$ cat config.mk
export PLATFORM = sky130hd
export DESIGN_NAME = crc_unit
export DESIGN_NICKNAME = d
export VERILOG_FILES = /design/src/rtl/can_pkg.sv /design/src/rtl/crc_lfsr_step.sv /design/src/rtl/crc_unit.sv
export SDC_FILE = /design/constraint.sdc
export NUM_CORES = 1
export LEC_CHECK = 0
export BUFFER_PORTS_ARGS = -buffer_cell sky130_fd_sc_hd__buf_4
export CORE_AREA = 2 2 48 72
export DETAILED_ROUTE_END_ITERATION = 10
export DIE_AREA = 0 0 50 74
export PLACE_DENSITY_LB_ADDON = 0.15
export RECOVER_POWER = 50
export SYNTH_ARGS = -nofsm -noshare
export SYNTH_HDL_FRONTEND = slang
export SYNTH_SLANG_ARGS = --single-unit
$ cat constraint.sdc
create_clock -name bitstrb -period 1.46 [get_ports bitstrb]
set_input_delay 0.146 -clock bitstrb [delete_from_list [all_inputs] [get_ports bitstrb]]
set_output_delay 0.146 -clock bitstrb [all_outputs]
set_load 0.02 [all_outputs]
$ cat src/rtl/can_pkg.sv
// Shared CAN MAC definitions: CRC-15 geometry, polynomial and register types.
package can_pkg;

  localparam int          CAN_CRC_W    = 15;
  localparam logic [14:0] CAN_CRC_POLY = 15'h4599;
  localparam logic [14:0] CAN_CRC_INIT = 15'h0000;
  localparam int          CAN_CNT_W    = 8;

  typedef logic [CAN_CRC_W-1:0] can_crc_t;

  typedef enum logic [1:0] {
    MODE_CLEAR,
    MODE_SHIFT,
    MODE_ACCUM
  } crc_mode_e;

endpackage

$ cat src/rtl/crc_lfsr_step.sv
// One serial step of a Galois-form CRC LFSR: feeds bit_in into crc_in.
module crc_lfsr_step #(
  parameter int               WIDTH = 15,
  parameter logic [WIDTH-1:0] POLY  = 15'h4599
) (
  input  logic [WIDTH-1:0] crc_in,
  input  logic             bit_in,
  output logic [WIDTH-1:0] crc_out
);

  logic feedback;

  // The implicit x^WIDTH term is the bit shifted out; it decides whether POLY is folded back in.
  assign feedback = bit_in ^ crc_in[WIDTH-1];
  assign crc_out  = {crc_in[WIDTH-2:0], 1'b0} ^ (feedback ? POLY : '0);

endmodule

$ cat src/rtl/crc_unit.sv
// Serial CAN CRC-15 generator/checker: accumulates unstuffed bits, shifts the CRC out for TX,
// and flags a zero residue for RX.
module crc_unit
  import can_pkg::*;
#(
  parameter int               WIDTH = CAN_CRC_W,
  parameter logic [WIDTH-1:0] POLY  = CAN_CRC_POLY,
  parameter logic [WIDTH-1:0] INIT  = CAN_CRC_INIT,
  parameter int               CNT_W = CAN_CNT_W
) (
  input  logic             bitstrb,
  input  logic             rst_n,
  input  logic             clear,
  input  logic             bitval,
  input  logic             shift_out,
  output logic [WIDTH-1:0] crc,
  output logic             txbit,
  output logic             crc_zero,
  output logic [CNT_W-1:0] bitcnt
);

  logic [WIDTH-1:0] crc_q;
  logic [WIDTH-1:0] crc_step;
  logic [CNT_W-1:0] cnt_q;
  crc_mode_e        mode;

  crc_lfsr_step #(
    .WIDTH (WIDTH),
    .POLY  (POLY)
  ) u_step (
    .crc_in  (crc_q),
    .bit_in  (bitval),
    .crc_out (crc_step)
  );

  // NOTE: assign a default before any branch so every path drives mode and no latch is inferred.
  always_comb begin
    mode = MODE_ACCUM;
    if (clear)          mode = MODE_CLEAR;
    else if (shift_out) mode = MODE_SHIFT;
  end

  // NOTE: sequential state uses non-blocking assignments so all registers update from pre-edge values.
  always_ff @(posedge bitstrb or negedge rst_n) begin
    if (!rst_n) begin
      crc_q <= INIT;
      cnt_q <= '0;
    end else begin
      case (mode)
        MODE_CLEAR: begin
          crc_q <= INIT;
          cnt_q <= '0;
        end
        MODE_SHIFT: begin
          crc_q <= {crc_q[WIDTH-2:0], 1'b0};
        end
        default: begin
          crc_q <= crc_step;
          // Saturate rather than wrap so oversize frames never look short.
          if (cnt_q != '1) cnt_q <= cnt_q + CNT_W'(1);
        end
      endcase
    end
  end

  assign crc      = crc_q;
  assign txbit    = crc_q[WIDTH-1];
  assign crc_zero = (crc_q == '0);
  assign bitcnt   = cnt_q;

endmodule

==> flow_summary.json <==
{
  "p_leak_nw": 0.685,
  "synth_top_area_frac": 0.521,
  "fp.dieH_um": 74,
  "start_util": 0.357,
  "period_needed_ns": 1.43,
  "synth_area_um2": 1100,
  "grt_overflow": 0,
  "postLayoutCellArea_um2": 1510,
  "clock_path_buffers": 2,
  "synth_xor_xnor_area_share": 0.00793,
  "path_cells": "nor4_2 > and4_1 > buf_4",
  "worstPathRequired_ns": 1.31,
  "setup_viol": 0,
  "drc": 0,
  "synthFlopType": "dfrtp_1",
  "synth_area_leaders": "dfrtp_1 52%, nor2b_1 6.2%, a21oi_1 4.1%",
  "clk_pin_slew_ns": 0.08,
  "core_area_um2": 3100,
  "p_per_area_nw_per_um2": 864,
  "place_congestion": 0.799,
  "r2r_cells": 4,
  "critPathCaptureType": "output port",
  "cts_root_buf": "clkbuf_8",
  "io_pins": 30,
  "synth_edf_count": 0,
  "drt-initial-drc-count": 10,
  "hold_viol": 0,
  "io_buffers": 29,
  "synthCells": 101,
  "antennaDiodeCount": 0,
  "placed_area_um2": 1390,
  "max_slew.worst_pin.slew_ns": 0.578,
  "synth-compound-area-share": 0.129,
  "wl_met1_um": 1090,
  "rsz0062_at_grt": "yes",
  "fin_skew_ns": 0.00197,
  "nets": 145,
  "crit_type": "register to output port",
  "worstHoldEndpoint": "crc[0]",
  "yosys.area_share.adder": 0.0113,
  "max_cap_violations": 0,
  "synth_mux_area_frac": 0.0498,
  "vias": 914,
  "met3_length_um": 110,
  "cts_tree": "built",
  "yosys_warnings": 0,
  "grt_pass1_wl_um": 4100,
  "reg2reg_slack_ns": 0.03,
  "drive_gt1_frac": 0.406,
  "holdWs_ns": 0.196,
  "slew_viol_final": 0,
  "clkLatencyLatePin_ns": 0.25,
  "critPathSlowestCell": "dfrtp_1",
  "grt_max_degree": 29,
  "r2r-end": "bitcnt[5]",
  "die_w_um": 50,
  "tns_ns": 0,
  "met2_length_um": 1330,
  "detailed_place_hpwl_um": 1830,
  "synth_top_family_by_area": "simple AND/OR/NAND/NOR gates",
  "antenna_left": 0,
  "syn_area_per_cell_um2": 10.9,
  "design.die.area_um2": 3700,
  "grt_antenna_before_repair": 0,
  "maxUsedRoutingLayer": "met4",
  "area.growth.synth_to_final_pct": 36.4,
  "synthArstFlopShare": 1.00,
  "outcome": "completed",
  "slowest_delay_ns": 0.39,
  "cp_data_arrival_time_ns": 1.29,
  "routedWlPerCell_um": 14.3,
  "hp-class": "input pin to register",
  "ys_seq_area_frac": 0.521,
  "synth_seq_cells": 23,
  "min_path_cells": 2,
  "synthSimpleGateAreaFrac": 0.234,
  "track_usage": 0.142,
  "postLayoutCoreUtil": 0.486,
  "worst-path-max-fanout": 2,
  "synthesis.nets": 107,
  "maxSlewHeadroom": 0.615,
  "hp-start": "shift_out",
  "clkSinkCount": 23,
  "critical_path.startpoint_type": "register",
  "period_share": 0.983,
  "htree_levels": 1,
  "vdd_drop_max_uv": 552,
  "grt_pass1_vias": 837,
  "fmax_mhz": 697,
  "synth_top_area_cell": "dfrtp_1",
  "num_rows": 25,
  "r2r-start": "bitcnt[0]",
  "synth.distinct_cells": 32,
  "routed_wl_um": 2550,
  "dr.pass1.iters": 4,
  "numCtsBuffers": 3,
  "vias_per_cell": 5.13
}
-- how the worst max path moves through the flow --
stage,slack [ns],depth (start not counted),end,startpoint
2_1_floorplan,0.001,4,bitcnt[5],bitcnt[4]
3_3_place_gp,0.04,4,bitcnt[0],bitcnt[1]
3_5_place_dp,0.02,4,bitcnt[5],bitcnt[1]
4_1_cts,-0.02,3,crc_zero,crc[8]
5_1_grt,-0.05,3,crc_zero,crc[8]
6_report,0.03,3,crc_zero,crc[8]
-- state kept, by name, indices dropped and copies added, names as in the netlist --
name	cells
bitcnt	8
crc	15
-- layer usage --
layer / up-vias / track usage
met5: - / 0
met4: 0 / 0.0370
met3: 2 / 0.0161
met2: 22 / 0.257
met1: 454 / 0.180
li1: 436 / -
-- cell type report --
class                   instances  area [um^2]
repair buffers                 40          289
fillers                       302         1590
well taps                      40         50.0
inverters                       1         3.75
clock buffers                   4         45.0
flip-flops and latches         23          582
multi-input cells              70          537
-- placed cells by master, fill, tap and decap left out, types with 4 or more instances in the layout --
cell type | netlist | routed
buf_4 | 1 | 35
dfrtp_1 | 23 | 18
nor2b_1 | 11 | 11
a21oi_1 | 9 | 9
o21ai_0 | 7 | 7
or3_1 | 7 | 7
dfrtp_2 | 0 | 5
clkbuf_1 | 2 | 4
-- metrics by stage --
step	cells	setup slack [ns]	total power, W
finish	178	0.0251	0.00130
global route	178	-0.0471	0.00137
CTS	175	-0.0152	0.00131
detailed placement	169	0.0184	0.000913
global placement	169	0.0387	0.000908
floorplan	101	0.00140	0.000820
-- critical path, delay by kind of cell, from the launching register on --
family / cells / cell delay (ns)
DFF: 1 / 0.39
and+or+nand+nor: 2 / 0.51
buffers and inverters: 1 / 0.13
-- repair_timing --
action | in CTS | in global routing
pin swaps | 1 | 0
endpoints found under the setup margin | 2 | 9
hold buffers | 1 | 0
hold endpoints to repair | 23 | 0
buffers inserted | 1 | 3
gates resized for setup | 1 | 6
-- cell usage after synthesis, drive strengths merged, types with 2 or more instances --
library cell,instances
clkbuf,2
a211oi,2
dfrtp,23
or3,7
nor2b,11
a21oi,11
buf,5
nand2b,3
nor2,3
nor4,3
o21ai,7
nand4b,2
and4,2
mux2,3
nor3,3
nand2,2
-- cells by family (layout without fill, tap and decap cells) --
family / count (synthesis) / after routing
buf+inv: 8 / 45
xor+xnor: 1 / 1
compound gates: 23 / 23
simple gates: 41 / 41
mux: 4 / 4
flops: 23 / 23
fa+ha+maj: 1 / 1
-- where the power goes --
part	internal, W	total, W	switching (W)	leakage, nW
logic	0.000110	0.000234	0.000124	0.356
registers	0.000662	0.000687	0.0000248	0.306
clock network	0.000194	0.000381	0.000187	0.0228
total	0.000965	0.00130	0.000336	0.685
No activity file was read; power rests on OpenSTA's default activity.
